===== src/rtl/act_read_ctrl_pe_v2.sv =====
`default_nettype none
// ============================================================================
// Module   : act_read_ctrl_pe_v2
// Purpose  : Activation-read controller for a mid-array PE. Sequences reads
//            from a ping-pong activation BRAM over (act tile, oc tile, accum)
//            loops, streams LANES-wide words to the PE through a 2-entry skid
//            buffer, forwards layer parameters and sync tokens north-to-south
//            and hands consumed buffer halves back to the writer.
// Ports    : clk, rst                      - clock, async active-high reset
//            param_n_* / param_s_*         - layer parameter slice (N -> S)
//            tok_n_* / tok_s_*             - sync token slice (N -> S)
//            buf_full / buf_release        - ping-pong handshake with writer
//            bram_en / bram_addr/bram_dout - BRAM read port (1-cycle latency)
//            pe_act_*                      - activation stream to the PE
// Revision : 1.0 - initial release
// ============================================================================
module act_read_ctrl_pe_v2 #(
    parameter int ACT_WIDTH   = 8,
    parameter int LANES       = 4,
    parameter int READ_DEPTH  = 512,
    parameter int PARAM_WIDTH = 48,
    parameter int AW          = $clog2(READ_DEPTH)
) (
    input  logic                         clk,
    input  logic                         rst,
    input  logic [PARAM_WIDTH-1:0]       param_n_data,
    input  logic                         param_n_valid,
    output logic                         param_n_ready,
    output logic [PARAM_WIDTH-1:0]       param_s_data,
    output logic                         param_s_valid,
    input  logic                         param_s_ready,
    input  logic                         tok_n_valid,
    output logic                         tok_n_ready,
    output logic                         tok_s_valid,
    input  logic                         tok_s_ready,
    input  logic [1:0]                   buf_full,
    output logic [1:0]                   buf_release,
    output logic                         bram_en,
    output logic [AW:0]                  bram_addr,
    input  logic [LANES*ACT_WIDTH-1:0]   bram_dout,
    output logic [LANES*ACT_WIDTH-1:0]   pe_act_data,
    output logic                         pe_act_last,
    output logic                         pe_act_valid,
    input  logic                         pe_act_ready
);

    localparam int c_data_w = LANES * ACT_WIDTH;

    typedef enum logic [2:0] {
        S_IDLE     = 3'd0,
        S_WAIT_BUF = 3'd1,
        S_READ     = 3'd2,
        S_DRAIN    = 3'd3,
        S_RELEASE  = 3'd4
    } state_t;

    state_t r_state, w_state_nxt;

    logic                   r_ping_pong;
    logic [15:0]            r_accum;
    logic [7:0]             r_act_tiles;
    logic [7:0]             r_oc_tiles;
    logic                   r_oc_next;
    logic [15:0]            r_acc;
    logic [7:0]             r_at;
    logic [7:0]             r_ot;
    logic                   r_inflight;
    logic                   r_inflight_last;
    logic [c_data_w:0]      r_skid [2];
    logic                   r_rd_ptr;
    logic                   r_wr_ptr;
    logic [1:0]             r_skid_count;
    logic [PARAM_WIDTH-1:0] r_param_s_data;
    logic                   r_param_s_valid;
    logic                   r_tok_s_valid;

    logic                   w_param_hs;
    logic [15:0]            w_f_accum;
    logic [7:0]             w_f_act;
    logic [7:0]             w_f_oc;
    logic                   w_last_acc;
    logic                   w_last_at;
    logic                   w_last_ot;
    logic                   w_final_read;
    logic                   w_pop;
    logic [2:0]             w_occ;
    logic [AW-1:0]          w_word_addr;

    // ------------------------------------------------------------------
    // Parameter slice. The whole word (including the layer-last flag and
    // any spare bits) travels south untouched; only the loop fields are
    // kept locally.
    // ------------------------------------------------------------------
    assign param_n_ready = (r_state == S_IDLE) && (!r_param_s_valid || param_s_ready);
    assign w_param_hs    = param_n_valid && param_n_ready;
    assign param_s_data  = r_param_s_data;
    assign param_s_valid = r_param_s_valid;

    // Zero-length loop fields behave as a single iteration.
    assign w_f_accum = (param_n_data[15:0]  == 16'd0) ? 16'd1 : param_n_data[15:0];
    assign w_f_act   = (param_n_data[23:16] == 8'd0)  ? 8'd1  : param_n_data[23:16];
    assign w_f_oc    = (param_n_data[31:24] == 8'd0)  ? 8'd1  : param_n_data[31:24];

    always_ff @(posedge clk or posedge rst) begin
        if (rst) begin
            r_param_s_data  <= '0;
            r_param_s_valid <= 1'b0;
        end else if (w_param_hs) begin
            r_param_s_data  <= param_n_data;
            r_param_s_valid <= 1'b1;
        end else if (param_s_ready) begin
            r_param_s_valid <= 1'b0;
        end
    end

    // ------------------------------------------------------------------
    // Token slice, independent of the read sequencer.
    // ------------------------------------------------------------------
    assign tok_n_ready = !r_tok_s_valid || tok_s_ready;
    assign tok_s_valid = r_tok_s_valid;

    always_ff @(posedge clk or posedge rst) begin
        if (rst) begin
            r_tok_s_valid <= 1'b0;
        end else if (tok_n_valid && tok_n_ready) begin
            r_tok_s_valid <= 1'b1;
        end else if (tok_s_ready) begin
            r_tok_s_valid <= 1'b0;
        end
    end

    // ------------------------------------------------------------------
    // Read issue. Occupancy counts the word leaving the skid buffer this
    // cycle as already gone, so a steady ready=1 stream issues every cycle
    // while skid entries + in-flight words never exceed two.
    // ------------------------------------------------------------------
    assign w_pop   = pe_act_valid && pe_act_ready;
    assign w_occ   = 3'(r_skid_count) + 3'(r_inflight) - 3'(w_pop);
    assign bram_en = (r_state == S_READ) && (w_occ < 3'd2);

    assign w_last_acc   = (r_acc == r_accum - 16'd1);
    assign w_last_at    = (r_at  == r_act_tiles - 8'd1);
    assign w_last_ot    = (r_ot  == r_oc_tiles - 8'd1);
    assign w_final_read = w_last_acc && w_last_at && w_last_ot;

    // Arithmetic is carried out at AW bits, which realises the modulo for a
    // power-of-two half-buffer depth.
    assign w_word_addr = AW'(r_at) * AW'(r_accum) + AW'(r_acc);
    assign bram_addr   = bram_en ? {r_ping_pong, w_word_addr} : '0;

    always_ff @(posedge clk or posedge rst) begin
        if (rst) begin
            r_accum     <= 16'd1;
            r_act_tiles <= 8'd1;
            r_oc_tiles  <= 8'd1;
            r_oc_next   <= 1'b0;
            r_acc       <= '0;
            r_at        <= '0;
            r_ot        <= '0;
        end else if (w_param_hs) begin
            r_accum     <= w_f_accum;
            r_act_tiles <= w_f_act;
            r_oc_tiles  <= w_f_oc;
            r_oc_next   <= param_n_data[32];
            r_acc       <= '0;
            r_at        <= '0;
            r_ot        <= '0;
        end else if (bram_en) begin
            if (w_last_acc) begin
                r_acc <= '0;
                if (r_oc_next) begin
                    // Replay the same act tile across every oc tile.
                    if (w_last_ot) begin
                        r_ot <= '0;
                        r_at <= w_last_at ? 8'd0 : r_at + 8'd1;
                    end else begin
                        r_ot <= r_ot + 8'd1;
                    end
                end else begin
                    // Full act sweep per oc tile.
                    if (w_last_at) begin
                        r_at <= '0;
                        r_ot <= w_last_ot ? 8'd0 : r_ot + 8'd1;
                    end else begin
                        r_at <= r_at + 8'd1;
                    end
                end
            end else begin
                r_acc <= r_acc + 16'd1;
            end
        end
    end

    // ------------------------------------------------------------------
    // Return path and 2-entry skid buffer. The last tag travels alongside
    // the in-flight read so it lands with its data word.
    // ------------------------------------------------------------------
    always_ff @(posedge clk or posedge rst) begin
        if (rst) begin
            r_inflight      <= 1'b0;
            r_inflight_last <= 1'b0;
            r_skid[0]       <= '0;
            r_skid[1]       <= '0;
            r_rd_ptr        <= 1'b0;
            r_wr_ptr        <= 1'b0;
            r_skid_count    <= 2'd0;
        end else begin
            r_inflight      <= bram_en;
            r_inflight_last <= bram_en && w_last_acc;
            if (r_inflight) begin
                r_skid[r_wr_ptr] <= {r_inflight_last, bram_dout};
                r_wr_ptr         <= ~r_wr_ptr;
            end
            if (w_pop) begin
                r_rd_ptr <= ~r_rd_ptr;
            end
            r_skid_count <= r_skid_count + 2'(r_inflight) - 2'(w_pop);
        end
    end

    assign pe_act_valid = (r_skid_count != 2'd0);
    assign pe_act_data  = r_skid[r_rd_ptr][c_data_w-1:0];
    assign pe_act_last  = r_skid[r_rd_ptr][c_data_w];

    // ------------------------------------------------------------------
    // Sequencer FSM.
    // ------------------------------------------------------------------
    always_ff @(posedge clk or posedge rst) begin
        if (rst) begin
            r_state     <= S_IDLE;
            r_ping_pong <= 1'b0;
        end else begin
            r_state <= w_state_nxt;
            if (r_state == S_RELEASE) begin
                r_ping_pong <= ~r_ping_pong;
            end
        end
    end

    always_comb begin
        w_state_nxt = r_state;
        buf_release = 2'b00;
        case (r_state)
            S_IDLE: begin
                if (w_param_hs) w_state_nxt = S_WAIT_BUF;
            end
            S_WAIT_BUF: begin
                if (buf_full[r_ping_pong]) w_state_nxt = S_READ;
            end
            S_READ: begin
                if (bram_en && w_final_read) w_state_nxt = S_DRAIN;
            end
            S_DRAIN: begin
                if (!r_inflight) w_state_nxt = S_RELEASE;
            end
            S_RELEASE: begin
                buf_release = r_ping_pong ? 2'b10 : 2'b01;
                w_state_nxt = S_IDLE;
            end
            default: w_state_nxt = S_IDLE;
        endcase
    end

endmodule
`default_nettype wire


===== config.mk =====
export PLATFORM = sky130hd
export DESIGN_NAME = act_read_ctrl_pe_v2
export DESIGN_NICKNAME = d
export VERILOG_FILES = /design/src/rtl/act_read_ctrl_pe_v2.sv
export SDC_FILE = /design/constraint.sdc
export NUM_CORES = 1
export LEC_CHECK = 0
export ABC_CLOCK_PERIOD_IN_PS = 9300
export CAP_MARGIN = 5
export CORE_MARGIN = 4
export CORE_UTILIZATION = 40
export DETAILED_ROUTE_END_ITERATION = 8
export PLACE_DENSITY = 0.62
export RECOVER_POWER = 50
export SLEW_MARGIN = 15
export SYNTH_ARGS = -nofsm -noshare
export SYNTH_HDL_FRONTEND = slang
export SYNTH_SLANG_ARGS = --single-unit

===== constraint.sdc =====
create_clock -name clk -period 9.3 [get_ports clk]
set_clock_uncertainty 0.15 [all_clocks]
set_input_delay 1.86 -clock clk [delete_from_list [all_inputs] [get_ports clk]]
set_output_delay 1.86 -clock clk [all_outputs]
set_load 0.03 [all_outputs]

# After elaboration in Yosys (flattened, before gate mapping)
# Index checks and enable logic that the tools add are counted.
dict set report totals {
  ff_bits 191
  input_bits 89
  wordCells 118
}
dict set report classes {
  add_sub_neg 11
  mul 1
  n_lt_le_gt_ge 5
  n_eq_ne 12
  mux 38
  n_bitwise 5
  n_reduce_logical 27
}
# operator n
set ops {}
lappend ops {{2-to-1 mux 33 bit} 4}
lappend ops {{2-to-1 mux 8 bit} 14}
lappend ops {{bitwise mux 66 bit} 1}
lappend ops {{2-to-1 mux 16 bit} 4}
lappend ops {{demux 33 bit (select 1 bit)} 1}
lappend ops {{adder 16 x 1 -> 16 bit, second input constant} 1}
lappend ops {{adder 8 x 1 -> 8 bit, second input constant} 2}
lappend ops {{equality test 16 bit} 1}
lappend ops {{equality test 8 bit} 2}
lappend ops {{zero test 16 bit} 1}
lappend ops {{zero test 8 bit} 2}
lappend ops {{subtractor 16 x 1 -> 16 bit, second input constant} 1}
lappend ops {{subtractor 8 x 1 -> 8 bit, second input constant} 2}
lappend ops {{2-to-1 mux 3 bit} 4}
lappend ops {{one-hot mux 3 bit (4 select lines)} 1}
lappend ops {{logical AND 1 bit} 10}
lappend ops {{2-to-1 mux 10 bit} 1}
lappend ops {{nonzero test 2 bit} 5}
lappend ops {{adder 9 bit} 1}
lappend ops {{multiplier 8 x 9 -> 9 bit} 1}
lappend ops {{equality test 3 x 2 -> 1 bit, second input constant} 2}
lappend ops {{2-to-1 mux 1 bit} 6}
lappend ops {{inequality test 2 bit, second input constant} 3}
lappend ops {{AND reduction 3 bit} 2}
lappend ops {{20 further kinds} 27}

# Logic depth before layout (Yosys ltp)
# Gate-level depths: netlist (run 1).
dict set report depth {
  word_depth 8
  mapped_depth 17
  ltp_nobuf 16
}

# Worst setup path before layout (run 1)
# Ideal clock, no wire load.
dict set report synth_path {
  path_type {flip-flop to output port}
  startpoint {register r_accum[4]}
  endpoint {output bram_addr[8]}
  t_arrival_ps 4140
  setup_slack_ps 3150
  path_stages_with_launch 17
  n_path_buf 1
  path_cell_list {dfrtp_1 -> clkbuf_1 -> nand2_1 -> fa_1 -> inv_1 -> fa_1 -> ha_1 -> inv_1 -> fa_1 -> inv_1 -> ha_1 -> a21o_1 -> a21o_1 -> a21o_1 -> a21oi_1 -> xnor2_1 -> nor2_1}
}
dict set report synth_via {
  elab_chain_len 3
}
# element line_no
set synth_rtl {}
lappend synth_rtl {{from (decl)} 60} ;# logic [15:0] r_accum;
lappend synth_rtl {{from (signal assigned)} 161} ;# r_accum <= w_f_accum;
lappend synth_rtl {{multiplier 8 x 9 -> 9 bit} 148} ;# assign w_word_addr = AW'(r_at) * AW'(r_accum) + AW'(r_acc);
lappend synth_rtl {{adder 9 bit} 148}
lappend synth_rtl {{2-to-1 mux 10 bit} 149} ;# assign bram_addr = bram_en ? {r_ping_pong, w_word_addr} : '0;
lappend synth_rtl {{to (decl)} 39} ;# output logic [AW:0] bram_addr,
# Every way passes these cells.

# Worst setup path after layout (run 1)
dict set report layout_path {
  startpoint {input pe_act_ready}
  endpoint {output bram_addr[0]}
}
dict set report layout_via {
  elab_chain_len 5
}
# element line_no
set layout_rtl {}
lappend layout_rtl {{from (decl)} 44} ;# input logic pe_act_ready
lappend layout_rtl {{logical AND 1 bit} 137} ;# assign w_pop = pe_act_valid && pe_act_ready;
lappend layout_rtl {{named net w_pop} 85} ;# logic w_pop;
lappend layout_rtl {{subtractor 3 x 1 -> 3 bit} 138} ;# assign w_occ = 3'(r_skid_count) + 3'(r_inflight) - 3'(w_pop);
lappend layout_rtl {{less-than comparator 3 x 2 -> 1 bit} 139} ;# assign bram_en = (r_state == S_READ) && (w_occ < 3'd2);
lappend layout_rtl {{logical AND 1 bit} 139}
lappend layout_rtl {{2-to-1 mux 10 bit} 149}
# The timed path passes the listed nets, and every way through them passes these cells.

==> results_tabular.tex, run 1 <==
\begin{tabular}{lr}
\hline
Metric & Value \\
\hline
\multicolumn{2}{l}{\textbf{Min path}} \\
\quad End of the worst hold path & param\_s\_data[15] \\
\quad Hold Path Cell Cnt & 2 \\
\quad Classification of the worst-slack hold path & flop to flop \\
\quad Hold Path Origin & param\_s\_data[15] \\
\multicolumn{2}{l}{\textbf{Synthesis}} \\
\quad Number of instances in the synthesized netlist & 1,084 \\
\quad Share of cell area taken by muxes after synthesis & between 10\% and 20\% \\
\quad Area of the mapped netlist & 0.0106 mm2 \\
\quad Post-synth ARST share & 100\% \\
\quad Arithmetic-cell share of the synthesized area counting full adders, half adders and majority gates & 7.95\% \\
\quad Post-Synthesis Net Count & 1,225 \\
\quad Most common flop cell mapped by yosys & dfrtp\_1 \\
\quad Synthesized area per cell & 9.81 um2 \\
\quad Xor and xnor fraction of the mapped netlist area & roughly 5.6\% \\
\quad Basic-gate share of the synthesized area counting and, or, nand and nor cells & 19.5\% \\
\quad Compound-gate portion of the synthesized area & 6.89\% \\
\quad Warnings, synthesis & 0 \\
\quad Netlist cell types & 67 \\
\quad Number of enable flip-flop cells after synthesis & 0 \\
\quad Sequential fraction of the synthesis area & 44.7\% \\
\quad Largest family of logic cells by synthesized area & simple AND/OR/NAND/NOR gates \\
\quad Register bit count reported by yosys & 190 \\
\multicolumn{2}{l}{\textbf{Run}} \\
\quad Total of max-cap violations & 3 \\
\multicolumn{2}{l}{\textbf{Timing}} \\
\quad Slew at the pin closest to its max-slew limit & 5.03 ns \\
\quad Final worst path period share & around three quarters \\
\quad Peak Freq & $\sim$0.14 GHz \\
\quad Max-slew headroom & -236\% \\
\quad Min cycle time layout & 7.12 ns \\
\quad Final-layout worst hold slack & about 0.32 ns \\
\quad Hold Violations, Final & 0 \\
\quad Max-slew violations & slightly above 200 \\
\quad Final-layout setup total negative slack & 0 ns \\
\quad Final worst slack & between 2 and 2.5 ns \\
\quad RSZ-0062 raised after global routing & no \\
\quad Final number of setup-violating endpoints & 0 \\
\multicolumn{2}{l}{\textbf{Route}} \\
\quad Initial DRT Pass Iterations & 5 \\
\quad DR iter-0 viols & 392 \\
\quad Number of vias per cell after detailed routing & 5.18 \\
\quad Wire length reported by the detailed router & around 27,000 um \\
\quad DRC & 0 \\
\quad Vias & around 8,200 \\
\quad Number of nets still failing antenna checks after routing & 0 \\
\quad Mean routed wirelength per cell & roughly 17 um \\
\multicolumn{2}{l}{\textbf{Clocking}} \\
\quad Post CTS Setup Buffer Count & 0 \\
\quad Max Buffers Root-to-Sink & 2 \\
\quad Root buffer cell & clkbuf\_16 \\
\quad Sink Count & 190 \\
\quad Cts-stage hold buffer count & 0 \\
\quad Total number of H-tree levels & 4 \\
\quad Clock tree from TritonCTS & done \\
\quad Number of CTS-inserted buffers & 17 \\
\quad Post-cts gate resize count & 0 \\
\quad Clock-pin transition on the worst setup and hold timing paths & 0.07 ns \\
\quad Insertion delay to the later sink of the worst-skew pair & 0.44 ns \\
\multicolumn{2}{l}{\textbf{Placement}} \\
\quad Count of buffers from port buffering & 187 \\
\quad Post-detail-place hpwl & 19,300 um \\
\quad Setup slack at placement & 2.27 ns \\
\quad Routability cong. & 0.798 \\
\multicolumn{2}{l}{\textbf{Worst setup path}} \\
\quad Delay contributed by the slowest stage of the critical path & 0.66 ns \\
\quad Crit-path slowest cell & clkdlybuf4s50\_1 \\
\quad Cells on worst reg2reg path & 15 \\
\quad Worst-path cell chain & dlygate4sd3\_1 -> and2\_0 -> ha\_1 -> inv\_1 -> ha\_1 -> inv\_1 -> fa\_1 -> xnor2\_1 -> nand3\_1 -> buf\_4 -> inv\_1 -> and2\_1 -> clkdlybuf4s50\_1 \\
\quad Crit Path Class & primary input to primary output \\
\quad Critical R2R Capture & r\_at[4] \\
\quad Cell occurring most often along the worst timing path & inv\_1 \\
\quad Critical path buffers and inverters & 6 \\
\quad Top delay family on crit path & buffers and inverters \\
\quad Register-to-Register Setup Slack & 4.53 ns \\
\quad Startpoint type of the worst setup path & primary input \\
\quad Required time worst endpoint & 7.29 ns \\
\quad Crit path max fanout & 16 \\
\quad Capturing element type of the critical path & primary output \\
\quad Arrival time of data at the critical path endpoint & 5.11 ns \\
\quad R2R Path Start & r\_skid\_count[1] \\
\multicolumn{2}{l}{\textbf{Die}} \\
\quad Core outline area & approximately 0.026 mm2 \\
\quad Die W & roughly 170 um \\
\quad Number of rows created at floorplan & 59 \\
\quad Effective utilization at floorplan & 40.7\% \\
\quad Top Ports & approximately 190 \\
\quad Overall die height & 171 um \\
\quad Total die area & 0.0293 mm2 \\
\multicolumn{2}{l}{\textbf{Final layout}} \\
\quad Number of nets in the finished design & 1,377 \\
\quad Antenna fix cells & 0 \\
\quad Area overhead of the layout relative to synthesis & 25.3\% \\
\quad Fraction of final layout cells with drive strength greater than 1 & 12.4\% \\
\multicolumn{2}{l}{\textbf{GRT}} \\
\quad First-pass GRT wire length & 42,400 um \\
\quad Maximum number of pins on one net before global-route repair & 137 \\
\quad Antenna violations before repair & 0 \\
\quad GRT Util Overall & about 18\% \\
\quad Via count of the first global-routing pass & 7,894 \\
\quad Overflow left after global routing & 0 \\
\multicolumn{2}{l}{\textbf{Status}} \\
\quad Outcome & complete, but fails checks \\
\quad Failing checks & max-capacitance violations, max-slew violations \\
\multicolumn{2}{l}{\textbf{Power and ir drop}} \\
\quad Leak Pwr & $\sim$6 nW \\
\quad Overall power consumption & 4.25 mW \\
\quad Maximum resistive drop on vdd & between 0.15 and 0.2 mV \\
\quad Ratio of total power to cell area & between 300 and 400 mW/mm2 \\
\hline
\end{tabular}
[cells in the mapped netlist (7+ instances only)]
cell        n  area share, %
nor2_1     35            1.2
a21oi_1    15           0.71
nor4_1     18            1.1
mux2_2    100             11
inv_1      65            2.3
ha_1       26            3.1
or3_1       7           0.41
and3_1     10           0.59
o21ai_0    18           0.85
clkbuf_1   53            1.9
xnor2_1    41            3.4
nor3_1     17           0.80
and2_1     26            1.5
or4_1      10           0.71
a21o_1     11           0.78
nor2b_1     8           0.47
nand2_1   248            8.7
xor2_1     27            2.2
nand3_1    27            1.3
o31ai_1     8           0.56
nand2b_1   10           0.59
fa_1       26            4.9
dfrtp_1   187             44
[per-stage QoR]
step / util (%) / instances / area [um2]
2_1_floorplan: - / 1084 / 10600
3_3_place_gp: 48.9 / 1552 / 12800
3_5_place_dp: 48.9 / 1552 / 12800
4_1_cts: 51.1 / 1584 / 13300
5_1_grt: 51.0 / 1584 / 13300
6_report: 51.0 / 1584 / 13300
[cells in the final DEF (no fill, tap or decap), types with 24 or more instances in the layout]
master,n
nand2_1,247
xnor2_1,41
ha_1,26
dlygate4sd3_1,34
clkdlybuf4s50_1,153
mux2_2,100
nand3_1,27
fa_1,26
xor2_1,27
nor2_1,35
dfrtp_1,187
inv_1,65
and2_1,24
[power by group]
part	switching [mW]	internal (mW)	total [mW]
Clock	0.361	0.358	0.718
Combinational	1.15	0.910	2.06
Sequential	0.296	1.17	1.46
Total	1.81	2.44	4.25
[registers in the layout, indices dropped and copies added (netlist names)]
signal and flops:
r_skid 66, param_s_data 48, r_inflight_last 1, r_rd_ptr 1, r_acc 16, tok_s_valid 1, r_accum 16, r_inflight 1
r_wr_ptr 1, r_act_tiles 8, param_s_valid 1, r_at 8, r_ot 8, r_ping_pong 1, r_state 3, r_skid_count 2
r_oc_tiles 8
[how the worst max path moves through the flow]
| stage | to | start | depth (start not counted) | slack, ns |
|---|---|---|---|---|
| floorplan | param_s_data[0] | rst | 1 | 2.12 |
| global placement | bram_addr[9] | pe_act_ready | 13 | 2.31 |
| detailed placement | bram_addr[0] | pe_act_ready | 13 | 2.27 |
| CTS | bram_addr[8] | r_accum[3] | 16 | 2.20 |
| global route | r_inflight | rst | 2 | 1.31 |
| finish | bram_addr[0] | pe_act_ready | 13 | 2.18 |
[cell type report]
class | instances | area (um2)
clock inverter | 15 | 154
fill | 2414 | 12800
multi-input combinational | 768 | 5420
clock buffer | 17 | 425
inverter | 65 | 244
timing repair buffer | 194 | 1920
tap | 335 | 419
sequential | 190 | 4760
[worst min-delay path, stage by stage (launching register included)]
cell     delay [ns]
dfrtp_1        0.34
nand2_1        0.05
nand2_1        0.05
[metal layers]
metal | wire length [um] | up-vias | track usage [%] | part of all wire, %
met3 | 1680 | 22 | 5.31 | 6.3
met1 | 12100 | 4010 | 24.9 | 45
met5 | 0 | - | 0 | 0
met4 | 276 | 0 | 4.13 | 1.0
met2 | 12700 | 220 | 28.4 | 47
li1 | - | 3957 | - | -
[logic make-up after synthesis]
logic type	count (synthesis)
adder cells (fa/ha/maj)	52
AND/OR/NAND/NOR	444
multiplexers	103
AO/OA/AOI/OAI	101
XOR/XNOR	68
flip-flops	190
buffers and inverters	126
(Power assumes the default switching activity.)
==> inputs of run 2 (changes only) <==
--- a/config.mk
+++ b/config.mk
@@ -5,12 +5,12 @@
 export SDC_FILE = /design/constraint.sdc
 export NUM_CORES = 1
 export LEC_CHECK = 0
-export ABC_CLOCK_PERIOD_IN_PS = 9300
+export ABC_CLOCK_PERIOD_IN_PS = 6500
 export CAP_MARGIN = 5
 export CORE_MARGIN = 4
 export CORE_UTILIZATION = 40
 export DETAILED_ROUTE_END_ITERATION = 8
-export PLACE_DENSITY = 0.62
+export PLACE_DENSITY = 0.65
 export RECOVER_POWER = 50
 export SLEW_MARGIN = 15
 export SYNTH_ARGS = -nofsm -noshare
==> constraint.sdc (replaced) <==
create_clock -name clk -period 6.5 [get_ports clk]
set_clock_uncertainty 0.15 [all_clocks]
set_input_delay 1.3 -clock clk [delete_from_list [all_inputs] [get_ports clk]]
set_output_delay 1.3 -clock clk [all_outputs]
set_load 0.03 [all_outputs]
==> run 2 against run 1 <==
  * The flow still finishes with violations (max-capacitance violations, max-slew violations)
  * Hold slack gained 0.0092 ns
  * Sequential share of layout area shrank 0.34 points
  * First-iteration DRC count grew 17%
  * Flip-flop and latch count is the same
  * Die area is the same
  * Sequential power grew 42%
  * Cell count grew 0.44%
  * Critical endpoint is now bram_addr[7]
==> results_tabular.tex, run 2 (synthesized netlist as in run 1, its figures left out) <==
\begin{tabular}{lr}
\hline
Metric & Value \\
\hline
\multicolumn{2}{l}{\textbf{Status}} \\
\quad Outcome & complete, but fails checks \\
\quad Failing checks & max-capacitance violations, max-slew violations \\
\multicolumn{2}{l}{\textbf{Timing}} \\
\quad Final worst path period share & 94.5\% \\
\quad Max-slew violations & 251 (+22\%) \\
\quad Min cycle time layout & 6.14 ns \\
\quad Hold Violations, Final & 0 (unchanged) \\
\quad Final-layout worst hold slack & 0.329 ns (+0.00920 ns) \\
\quad Final number of setup-violating endpoints & 0 (unchanged) \\
\quad Final-layout setup total negative slack & 0 ns (unchanged) \\
\quad Max-slew headroom & -77.1\% (+160 points) \\
\quad Peak Freq & 0.163 GHz \\
\quad RSZ-0062 raised after global routing & no \\
\quad Final worst slack & 0.356 ns (-1.82 ns) \\
\quad Slew at the pin closest to its max-slew limit & 2.66 ns (-2.38 ns) \\
\multicolumn{2}{l}{\textbf{Route}} \\
\quad Number of vias per cell after detailed routing & 5.20 (+0.32\%) \\
\quad Mean routed wirelength per cell & 17.0 um (+0.16\%) \\
\quad DR iter-0 viols & 458 (+17\%) \\
\quad Number of nets still failing antenna checks after routing & 0 (unchanged) \\
\quad Vias & 8,272 (+0.77\%) \\
\quad Initial DRT Pass Iterations & 5 (unchanged) \\
\quad Wire length reported by the detailed router & 27,000 um (+0.60\%) \\
\quad DRC & 0 (unchanged) \\
\multicolumn{2}{l}{\textbf{Clocking}} \\
\quad Sink Count & 190 (unchanged) \\
\quad Insertion delay to the later sink of the worst-skew pair & 0.44 ns (about the same) \\
\quad Clock-pin transition on the worst setup and hold timing paths & 0.08 ns (about the same) \\
\quad Cts-stage hold buffer count & 0 (unchanged) \\
\quad Max Buffers Root-to-Sink & 2 (unchanged) \\
\quad Number of CTS-inserted buffers & 17 (unchanged) \\
\quad Root buffer cell & clkbuf\_16 \\
\quad Clock tree from TritonCTS & done \\
\quad Total number of H-tree levels & 4 (unchanged) \\
\multicolumn{2}{l}{\textbf{GRT}} \\
\quad First-pass GRT wire length & 43,900 um (+3.6\%) \\
\quad Maximum number of pins on one net before global-route repair & 191 (+39\%) \\
\quad Via count of the first global-routing pass & 8,266 (+4.7\%) \\
\quad Antenna violations before repair & 2 (+2) \\
\quad Overflow left after global routing & 0 (unchanged) \\
\quad GRT Util Overall & 18.7\% (+0.61 points) \\
\multicolumn{2}{l}{\textbf{Die}} \\
\quad Top Ports & 188 (unchanged) \\
\quad Number of rows created at floorplan & 59 (unchanged) \\
\quad Total die area & 0.0293 mm2 (unchanged) \\
\quad Effective utilization at floorplan & 40.7\% (unchanged) \\
\quad Overall die height & 171 um (unchanged) \\
\quad Die W & 171 um (unchanged) \\
\quad Core outline area & 0.0261 mm2 (unchanged) \\
\multicolumn{2}{l}{\textbf{Power and ir drop}} \\
\quad Maximum resistive drop on vdd & 0.205 mV (+16\%) \\
\quad Leak Pwr & 6.02 nW (+0.70\%) \\
\quad Switching Fraction & 42.2\% (-0.46 points) \\
\quad Cell internal power dissipation & 3.60 mW (+48\%) \\
\quad Clock network fraction of total power & 17.9\% (+1.0 points) \\
\quad Reg power frac & 33.2\% (-1.3 points) \\
\quad Ratio of total power to cell area & 463 mW/mm2 (+45\%) \\
\quad Combinational Power Share & 48.9\% (+0.3 points) \\
\quad Power spent charging and discharging nets & 2.63 mW (+45\%) \\
\multicolumn{2}{l}{\textbf{Worst setup path}} \\
\quad Crit Path Class & flop to primary output \\
\quad Capturing element type of the critical path & primary output \\
\quad Worst-path cell chain & and2\_1 -> fa\_1 -> fa\_1 -> inv\_1 -> fa\_1 -> fa\_1 -> inv\_1 -> ha\_1 -> a21oi\_1 -> xor2\_1 -> nor2\_1 -> clkdlybuf4s50\_1 \\
\quad Crit-path slowest cell & clkdlybuf4s50\_1 \\
\quad Delay contributed by the slowest stage of the critical path & 0.69 ns (+0.03 ns) \\
\quad Arrival time of data at the critical path endpoint & 4.69 ns (-0.42 ns) \\
\quad Startpoint type of the worst setup path & flop \\
\quad Cell occurring most often along the worst timing path & fa\_1 \\
\quad Required time worst endpoint & 5.05 ns (-2.24 ns) \\
\quad Crit path max fanout & 11 (-5) \\
\multicolumn{2}{l}{\textbf{Final layout}} \\
\quad Most frequent standard cell in the layout excluding fill and tap cells & nand2\_1 \\
\quad Number of nets in the finished design & 1,384 (+0.51\%) \\
\quad Register cell area after layout & 0.00476 mm2 (about the same) \\
\quad Area overhead of the layout relative to synthesis & 26.6\% \\
\quad Number of fillers in the final layout & 2,390 (-0.99\%) \\
\quad Antenna fix cells & 0 (unchanged) \\
\quad Fraction of final layout cells with drive strength greater than 1 & 13.1\% (+0.73 points) \\
\quad Multi-input gate area & 0.00541 mm2 (-0.12\%) \\
\quad Register with the most flip-flops & r\_skid \\
\quad Most used cells in the layout excluding fill and tap cells & nand2\_1 (247), dfrtp\_1 (185), clkdlybuf4s50\_1 (177), mux2\_2 (100), inv\_1 (64) \\
\quad Max FFs per register & 66 (unchanged) \\
\multicolumn{2}{l}{\textbf{Placement}} \\
\quad Setup slack at placement & 0.473 ns (-1.80 ns) \\
\quad Count of buffers from port buffering & 187 (unchanged) \\
\quad Post-detail-place hpwl & 19,400 um (+0.39\%) \\
\quad Routability cong. & 0.825 (+3.4\%) \\
\multicolumn{2}{l}{\textbf{Run}} \\
\quad Total of max-cap violations & 3 (unchanged) \\
\multicolumn{2}{l}{\textbf{Min path}} \\
\quad Classification of the worst-slack hold path & flop to flop \\
\hline
\end{tabular}
==> run 2: cell count changes in the layout (fill, tap and decap cells not counted), moves of 3 or more <==
cell / change
buf_4: +6
clkdlybuf4s50_1: +24
inv_8: -3
clkinv_4: -4
dlygate4sd3_1: -26
clkinv_8: +4
==> run 2: stage by stage <==
step / util, % / power [mW] / instance area [um2] / instances
detailed placement: 49.1 / 5.15 / 12800 / 1559
global placement: 49.1 / 5.10 / 12800 / 1559
floorplan: - / 4.01 / 10600 / 1084
global route: 51.5 / 6.65 / 13500 / 1591
finish: 51.5 / 6.23 / 13500 / 1591
CTS: 51.6 / 6.29 / 13500 / 1591
==> run 2: area by class of cell <==
| class | instances | area share [%] |
|---|---|---|
| Multi-Input combinational cell | 768 | 40.2 |
| Sequential cell | 190 | 35.3 |
| Timing Repair Buffer | 201 | 14.7 |
| Clock buffer | 18 | 3.26 |
| Tap cell | 335 | 3.11 |
| Inverter | 65 | 1.84 |
| Clock inverter | 14 | 1.57 |
==> run 2: worst paths after layout <==
kind / startpoint / slack, ns / end / depth (start not counted)
worst max-delay path: r_at[4] / 0.36 / bram_addr[7] / 12
worst min-delay path: param_s_data[35] / 0.33 / param_s_data[35] / 2
worst max register to register: r_skid_count[1] / 1.69 / r_at[4] / 15
worst min register to register: param_s_data[35] / 0.33 / param_s_data[35] / 2
max in group asynchronous: rst / 2.17 / r_accum[2] / 3
min in group asynchronous: rst / 2.11 / r_skid[0] / 3
==> run 2: metal layers <==
metal / part of all wire (%) / up-vias / GRT usage (%)
li1: - / 3959 / -
met1: 43 / 4069 / 24.8
met2: 48 / 207 / 30.2
met3: 6.9 / 33 / 5.89
met4: 1.5 / 4 / 4.20
met5: 0.085 / - / 0
==> run 2: repair_timing <==
item | 4_1_cts | 5_1_grt
gates resized for setup | 1 | 2
buffers inserted | 0 | 0
endpoints found under the setup margin | 1 | 1
==> run 2: power groups by stage <==
stage | Sequential, mW | Clock [mW] | Combinational [mW]
6_report | 2.07 | 1.12 | 3.05
4_1_cts | 2.06 | 1.14 | 3.08
3_5_place_dp | 2.08 | 0 | 3.07
5_1_grt | 2.14 | 1.19 | 3.32
3_3_place_gp | 2.05 | 0 | 3.04
2_1_floorplan | 2.22 | 0 | 1.79
==> run 2: worst max-delay path, delay by kind of cell (launching register included) <==
family,cells,cell delay (ns)
and+or+nand+nor,2,0.36
adders and majority gates,5,2.33
xor gates and xnor gates,1,0.08
DFF,1,0.54
buffers and inverters,3,0.78
AOI/OAI and AO/OA,1,0.17
